**config.mk**
```make
export PLATFORM = sky130hd
export DESIGN_NAME = vau_result_drain
export DESIGN_NICKNAME = d
export VERILOG_FILES = /design/src/rtl/vau_result_drain.sv
export SDC_FILE = /design/constraint.sdc
export NUM_CORES = 1
export LEC_CHECK = 0
export ABC_AREA = 1
export BUFFER_PORTS_ARGS = -buffer_cell sky130_fd_sc_hd__buf_2
export CORE_ASPECT_RATIO = 1.25
export CORE_MARGIN = 1.5
export CORE_UTILIZATION = 51
export CTS_BUF_LIST = sky130_fd_sc_hd__clkbuf_8
export DETAILED_ROUTE_END_ITERATION = 16
export GPL_TIMING_DRIVEN = 1
export PLACE_DENSITY_LB_ADDON = 0.25
export SLEW_MARGIN = 10
export SYNTH_ARGS = -nofsm -noshare
export SYNTH_HDL_FRONTEND = slang
export SYNTH_SLANG_ARGS = --single-unit
```
**constraint.sdc**
```tcl
create_clock -name clk -period 6.6 [get_ports clk]
set_clock_uncertainty 0.2 [all_clocks]
set_input_delay 1.32 -clock clk [delete_from_list [all_inputs] [get_ports clk]]
set_output_delay 1.32 -clock clk [all_outputs]
set_load 0.005 [all_outputs]
```
**src/rtl/vau_result_drain.sv**
```systemverilog
// Readout side of the 4-lane vector FP ALU: waits a settle time after start,
// snapshots result and flags, then streams lane 0..3 and a status word over valid/ready.
module vau_result_drain #(
    parameter int unsigned LANES         = 4,
    parameter int unsigned WORD_W        = 32,
    parameter int unsigned SETTLE_CYCLES = 2
) (
    input  logic                      clk,
    input  logic                      i_rst,
    input  logic                      i_start,
    input  logic [LANES*WORD_W-1:0]   i_alu_result,
    input  logic [LANES-1:0]          i_exception,
    input  logic [LANES-1:0]          i_overflow,
    input  logic [LANES-1:0]          i_underflow,
    output logic [WORD_W-1:0]         o_data,
    output logic                      o_valid,
    input  logic                      i_ready,
    output logic                      o_last,
    output logic                      o_busy,
    output logic                      o_done
);

    localparam int unsigned SNAP_W = LANES * WORD_W;
    localparam int unsigned IDX_W  = 3;
    localparam int unsigned CNT_W  = 4;
    localparam bit          SKIP_SETTLE = (SETTLE_CYCLES == 0);
    localparam logic [CNT_W-1:0] SETTLE_LAST =
        CNT_W'((SETTLE_CYCLES == 0) ? 0 : SETTLE_CYCLES - 1);
    localparam logic [IDX_W-1:0] LAST_IDX = IDX_W'(LANES);

    typedef enum logic [2:0] {
        IDLE,
        SETTLE,
        CAPTURE,
        SEND,
        DONE
    } state_t;

    state_t              state;
    logic [CNT_W-1:0]    settle_cnt;
    logic [IDX_W-1:0]    idx;
    logic [SNAP_W-1:0]   snap;
    logic [WORD_W-1:0]   status;

    // Beat index 0..LANES-1 selects a snapshot lane, LANES selects the status word.
    function automatic logic [WORD_W-1:0] beat_word(
        input logic [IDX_W-1:0]  sel,
        input logic [SNAP_W-1:0] lanes,
        input logic [WORD_W-1:0] stat
    );
        if (sel == LAST_IDX) begin
            return stat;
        end
        return lanes[32'(sel) * WORD_W +: WORD_W];
    endfunction

    always_ff @(posedge clk or posedge i_rst) begin
        if (i_rst) begin
            state      <= IDLE;
            settle_cnt <= '0;
            idx        <= '0;
            snap       <= '0;
            status     <= '0;
            o_data     <= '0;
            o_valid    <= 1'b0;
            o_last     <= 1'b0;
            o_busy     <= 1'b0;
            o_done     <= 1'b0;
        end else begin
            o_done <= 1'b0;
            case (state)
                IDLE: begin
                    if (i_start) begin
                        settle_cnt <= '0;
                        o_busy     <= 1'b1;
                        state      <= SKIP_SETTLE ? CAPTURE : SETTLE;
                    end
                end
                SETTLE: begin
                    if (settle_cnt == SETTLE_LAST) begin
                        state <= CAPTURE;
                    end else begin
                        settle_cnt <= settle_cnt + CNT_W'(1);
                    end
                end
                CAPTURE: begin
                    // First beat is driven straight from the inputs being snapshotted.
                    snap    <= i_alu_result;
                    status  <= WORD_W'({i_underflow, i_overflow, i_exception});
                    idx     <= '0;
                    o_data  <= i_alu_result[WORD_W-1:0];
                    o_valid <= 1'b1;
                    o_last  <= 1'b0;
                    state   <= SEND;
                end
                SEND: begin
                    if (i_ready) begin
                        if (idx == LAST_IDX) begin
                            o_data  <= '0;
                            o_valid <= 1'b0;
                            o_last  <= 1'b0;
                            state   <= DONE;
                        end else begin
                            idx    <= idx + IDX_W'(1);
                            o_data <= beat_word(idx + IDX_W'(1), snap, status);
                            o_last <= ((idx + IDX_W'(1)) == LAST_IDX);
                        end
                    end
                end
                DONE: begin
                    o_done <= 1'b1;
                    o_busy <= 1'b0;
                    state  <= IDLE;
                end
                default: begin
                    state <= IDLE;
                end
            endcase
        end
    end

endmodule

```
# After elaboration in Yosys (flattened, before gate mapping)
# Index checks and enable logic that the tools add are counted.
# Widths: inputs -> output; s select.
dict set report classes {
  addsub 2
  n_eq_ne 13
  shift 1
  n_mux 29
  reduce_logical 10
}
# cell n
set op_table {}
lappend op_table {{$mux 32} 4}
lappend op_table {{$shiftx 128x9->32} 1}
lappend op_table {{$pmux 32 s2} 1}
lappend op_table {{$mux 3} 6}
lappend op_table {{$ne 2x2->1 const B} 6}
lappend op_table {{$pmux 3 s4} 1}
lappend op_table {{$mux 1} 10}
lappend op_table {{$eq 3x3->1 const B} 3}
lappend op_table {{$reduce_and 3->1} 3}
lappend op_table {{$mux 4} 2}
lappend op_table {{$pmux 4 s2} 1}
lappend op_table {{$eq 3x2->1 const B} 2}
lappend op_table {{$pmux 1 s2} 3}
lappend op_table {{$pmux 3 s2} 1}
lappend op_table {{$reduce_bool 2->1} 3}
lappend op_table {{$add 4x1->4 const B} 1}
lappend op_table {{$eq 4x1->1 const B} 1}
lappend op_table {{$reduce_and 2->1} 2}
lappend op_table {{$reduce_and 4->1} 1}
lappend op_table {{$add 3x1->3 const B} 1}
lappend op_table {{$eq 3x1->1 const B} 1}
lappend op_table {{$logic_not 3->1} 1}
dict set report word_totals {
  regBits 186
  inputBits 144
}

# Logic depth before layout (Yosys ltp)
dict set report logic_depth {
  depth_word 10
  ltp_mapped 11
  depth_no_buf 10
}

# Worst setup path before layout
# Ideal clock, no wire load.
dict set report synth_path {
  kind {input to register}
  start {input i_ready}
  end {register o_data[0]}
  setup_ns 0.116
  arrival_time_ns 1.926
  required_time_ns 6.284
  path_slack_ns 4.358
  cell_stages 5
  path_cell_list {o21ai_2 > inv_2 > or2_0 > nand2_1 > nand2_1}
}
dict set report synth_between {
  elab_chain_cells 2
}
# element line_no
set synth_lines {}
lappend synth_lines {{start, declared} 17} ;# input logic i_ready,
lappend synth_lines {{$ne 2x2->1 (no source line)} n/a}
lappend synth_lines {{$reduce_and 2->1 (no source line)} n/a}
lappend synth_lines {{end signal, assigned} 91} ;# o_data <= i_alu_result[WORD_W-1:0];
lappend synth_lines {{end signal, assigned} 105} ;# o_data <= beat_word(idx + IDX_W'(1), snap, status);
lappend synth_lines {{end, declared} 15} ;# output logic [WORD_W-1:0] o_data,
# No other way between the ends.
# A chain may end at the register's enable or synchronous reset.

# Worst setup path in the final report
dict set report layout_path {
  start {register idx[0]}
  end {register o_data[1]}
}
dict set report layout_between {
  elab_chain_cells 10
  word_cells_on_any_way 12
  classes_between {add/sub (1); eq/ne (2); shift (1); mux (8)}
}
# element line_no
set layout_lines {}
lappend layout_lines {{start, declared} 41} ;# logic [IDX_W-1:0] idx;
lappend layout_lines {{start signal, assigned} 104} ;# idx <= idx + IDX_W'(1);
lappend layout_lines {{branches (longest 7 deep; another with $add 3x1->3)} n/a}
lappend layout_lines {{$mux 32 *} 98} ;# if (idx == LAST_IDX) begin
lappend layout_lines {{$mux 32 *} 97} ;# if (i_ready) begin
lappend layout_lines {{$pmux 32 s2 *} 71} ;# case (state)
# Every way passes the cells marked *. The select of a mux whose other input is x is not followed.

==> reports/metrics.cfg <==
[flow_run]
drv_cap = 0

[global_routing]
track_usage_pct = 23.71
gr-total-overflow = 0
grt_pass1_wl_um = 32970
grt_pass1_vias = 6962
grt_max_degree = 121
antenna_found_initial = 2

[clock_network]
clock-root-buffer = clkbuf_8
hold_buffers = 0
path_clk_slew_ps = 80
htree_num_levels = 4
cts.path.max_buffers = 2
cts_resized = 0
clkLatencyLatePin_ps = 460
cts_tree = done
cts_made_buffers = 17
cts_setup_buffers = 0
clock_sink_count = 186

[sta]
max_freq_mhz = 287.6
finalSetupTns_ps = 0
rsz0062_at_grt = no
tightest_slew_ps = 1113
slew_headroom_pct = 25.78
finalMaxSlewViolations = 0
setup_viol = 0
final-hold-violation-count = 0
min_period_ps = 3477
fin_crit_sh_pct = 52.69

[status]
run_status = finished clean

[place]
globalplace.congestion = 0.8215
dpl_cell_area_um2 = 9507
io_buffers = 179
hpwl_um = 13190

[floorplan]
num_io_pins = 180
coreArea_um2 = 16270
fp.dieH_um = 147.4
initial_core_util_pct = 52.32
die_x_um = 118.5
dieArea_um2 = 17470
num_rows = 52

[power_and_ir_drop]
total_leakage_power_uw = 0.005266
powerDensity_nw_per_um2 = 477.7
total_power_uw = 4719
vdd_drop_max_uv = 211.7

[logic_synthesis]
synth.mux.area_fraction_pct = 0
synth.avg_cell_area_um2 = 7.968
yosys.area_share.simple_pct = 22.00
synth-seq-area-share_pct = 54.70
synthCells = 1068
syn_area_um2 = 8509
ys_top_cells_by_area = dfrtp_1 (55%), nand2_1 (17%), o21ai_0 (7.1%)
synthAdderAreaFrac_pct = 0.7352
synth_compound_area_share_pct = 14.17
synth_top_family_by_area = simple AND/OR/NAND/NOR gates
syn_nets = 1217
netlist.area_leader.share_pct = 54.70
synth-xor-area-share_pct = 0.1029
ys_types = 31
ys_ff_latch = 186
yosys_warnings = 0
synth_top_area_cell = dfrtp_1

[setup_path]
crit_top_cell = nand2_1
worstPathCellList = inv_2 -> ha_2 -> clkinv_1 -> nand3_1 -> nand2_1 -> nand2_1 -> nand3_1 -> nand2_1 -> inv_1
path_max_fanout = 56
crit_type = reg -> reg
end_kind = register
startpoint_type = register
critPathRequiredTime_ps = 6760
critPathArrivalTime_ps = 3640
critPathBufInv = 3
max_stage_delay_ps = 1040
slowest_stage = ha_2
cp_top_family = buffers and inverters

[routing]
wl_per_cell_um = 13.80
drcViolationCount = 0
postRouteAntennaNets = 0
vias_per_cell = 5.012
drt-initial-drc-count = 548
dr.pass1.iters = 5
wl_um = 19970
vias = 7253

[cells_and_area]
drive_above_1_share_pct = 18.62
final_area_um2 = 9878
syn2layout_area_growth_pct = 16.09
fin_nets = 1368

[hold_path]
min_path_type = reg -> reg

flip-flops by register name (all words and copies together) (netlist names), 3 cells and up:
name	flops
o_data	32
settle_cnt	4
idx	3
status	12
snap	128
state	3
worst min-delay path, stage by stage (launching register included):
cell and delay [ps]:
dfrtp_1 340, nand2_1 60, nand2_1 50
layout by cell type (no fill, tap or decap), types with 19 or more instances in the layout:
cell type and count:
dfrtp_1 185, nand3_1 21, nor2_1 64, clkbuf_8 19, o21ai_0 121, inv_1 118
nand2_1 381, o21bai_1 25, a21oi_1 58, buf_2 179
path summary, 6_finish.rpt:
kind / from / to / slack [ps] / cells past startpoint
setup / recovery: idx[0] / o_data[1] / 3120 / 9
hold / removal: snap[99] / snap[99] / 280 / 2
setup reg to reg: idx[0] / o_data[1] / 3120 / 9
hold reg to reg: snap[99] / snap[99] / 280 / 2
max in group asynchronous: i_rst / snap[13] / 4330 / 3
min in group asynchronous: i_rst / snap[40] / 690 / 2
layout make-up:
type | count | area, um2
fill | 1548 | 6387
sequential | 186 | 4656
multi-input combinational | 707 | 3164
timing repair buffer | 187 | 955.9
inverter | 120 | 460.4
tap | 216 | 270.3
clock buffer | 19 | 261.5
clock inverter | 11 | 107.6
antenna | 1 | 2.502
power by group:
part	total [uW]	switching, uW	leakage [uW]	internal (uW)
combinational	2030	1300	0.00278	727
clock	726	380	0.000201	346
sequential	1960	269	0.00229	1700
total	4720	1950	0.00527	2770
synth_stat cells (all sizes together):
cell type  count
clkinv         1
o21a           1
buf           37
or2            2
xnor2          1
o21bai        25
nand3         22
inv          119
clkbuf        18
o21ai        124
o211ai        10
nor3           2
ha             5
nand2        383
nor2          68
a31oi          2
nand3b         2
dfrtp        186
nand4          1
a21oi         59
through the flow:
step | std cells | setup WS (ps) | utilization (%) | hold slack (ps)
after global placement | 1416 | 3214 | 58.45 | 257.2
after CTS | 1446 | 3164 | 60.72 | 281.7
after floorplan | 1068 | 22.92 | - | 243.6
final | 1447 | 3123 | 60.73 | 278.5
after detailed placement | 1416 | 3181 | 58.45 | 259.9
after global routing | 1446 | 2845 | 60.72 | 292.7
per-layer routing:
layer	part of all wire (%)	global-route usage, %	vias to the layer above	wire length (um)
met5	0.065	0	-	13
met4	2.9	10.48	2	588
met3	4.7	3.935	42	933
met2	48	38.40	218	9503
met1	45	31.78	3364	8936
li1	-	-	3627	-
kinds of logic (layout without fill, tap and decap cells):
group,count (synthesis),after routing
AO/OA/AOI/OAI,221,221
XOR/XNOR,1,1
adder cells (fa/ha/maj),5,5
buffers and inverters,175,337
flip-flops,186,186
other,0,1
AND/OR/NAND/NOR,480,480
Power figures use the tool's default switching activity.
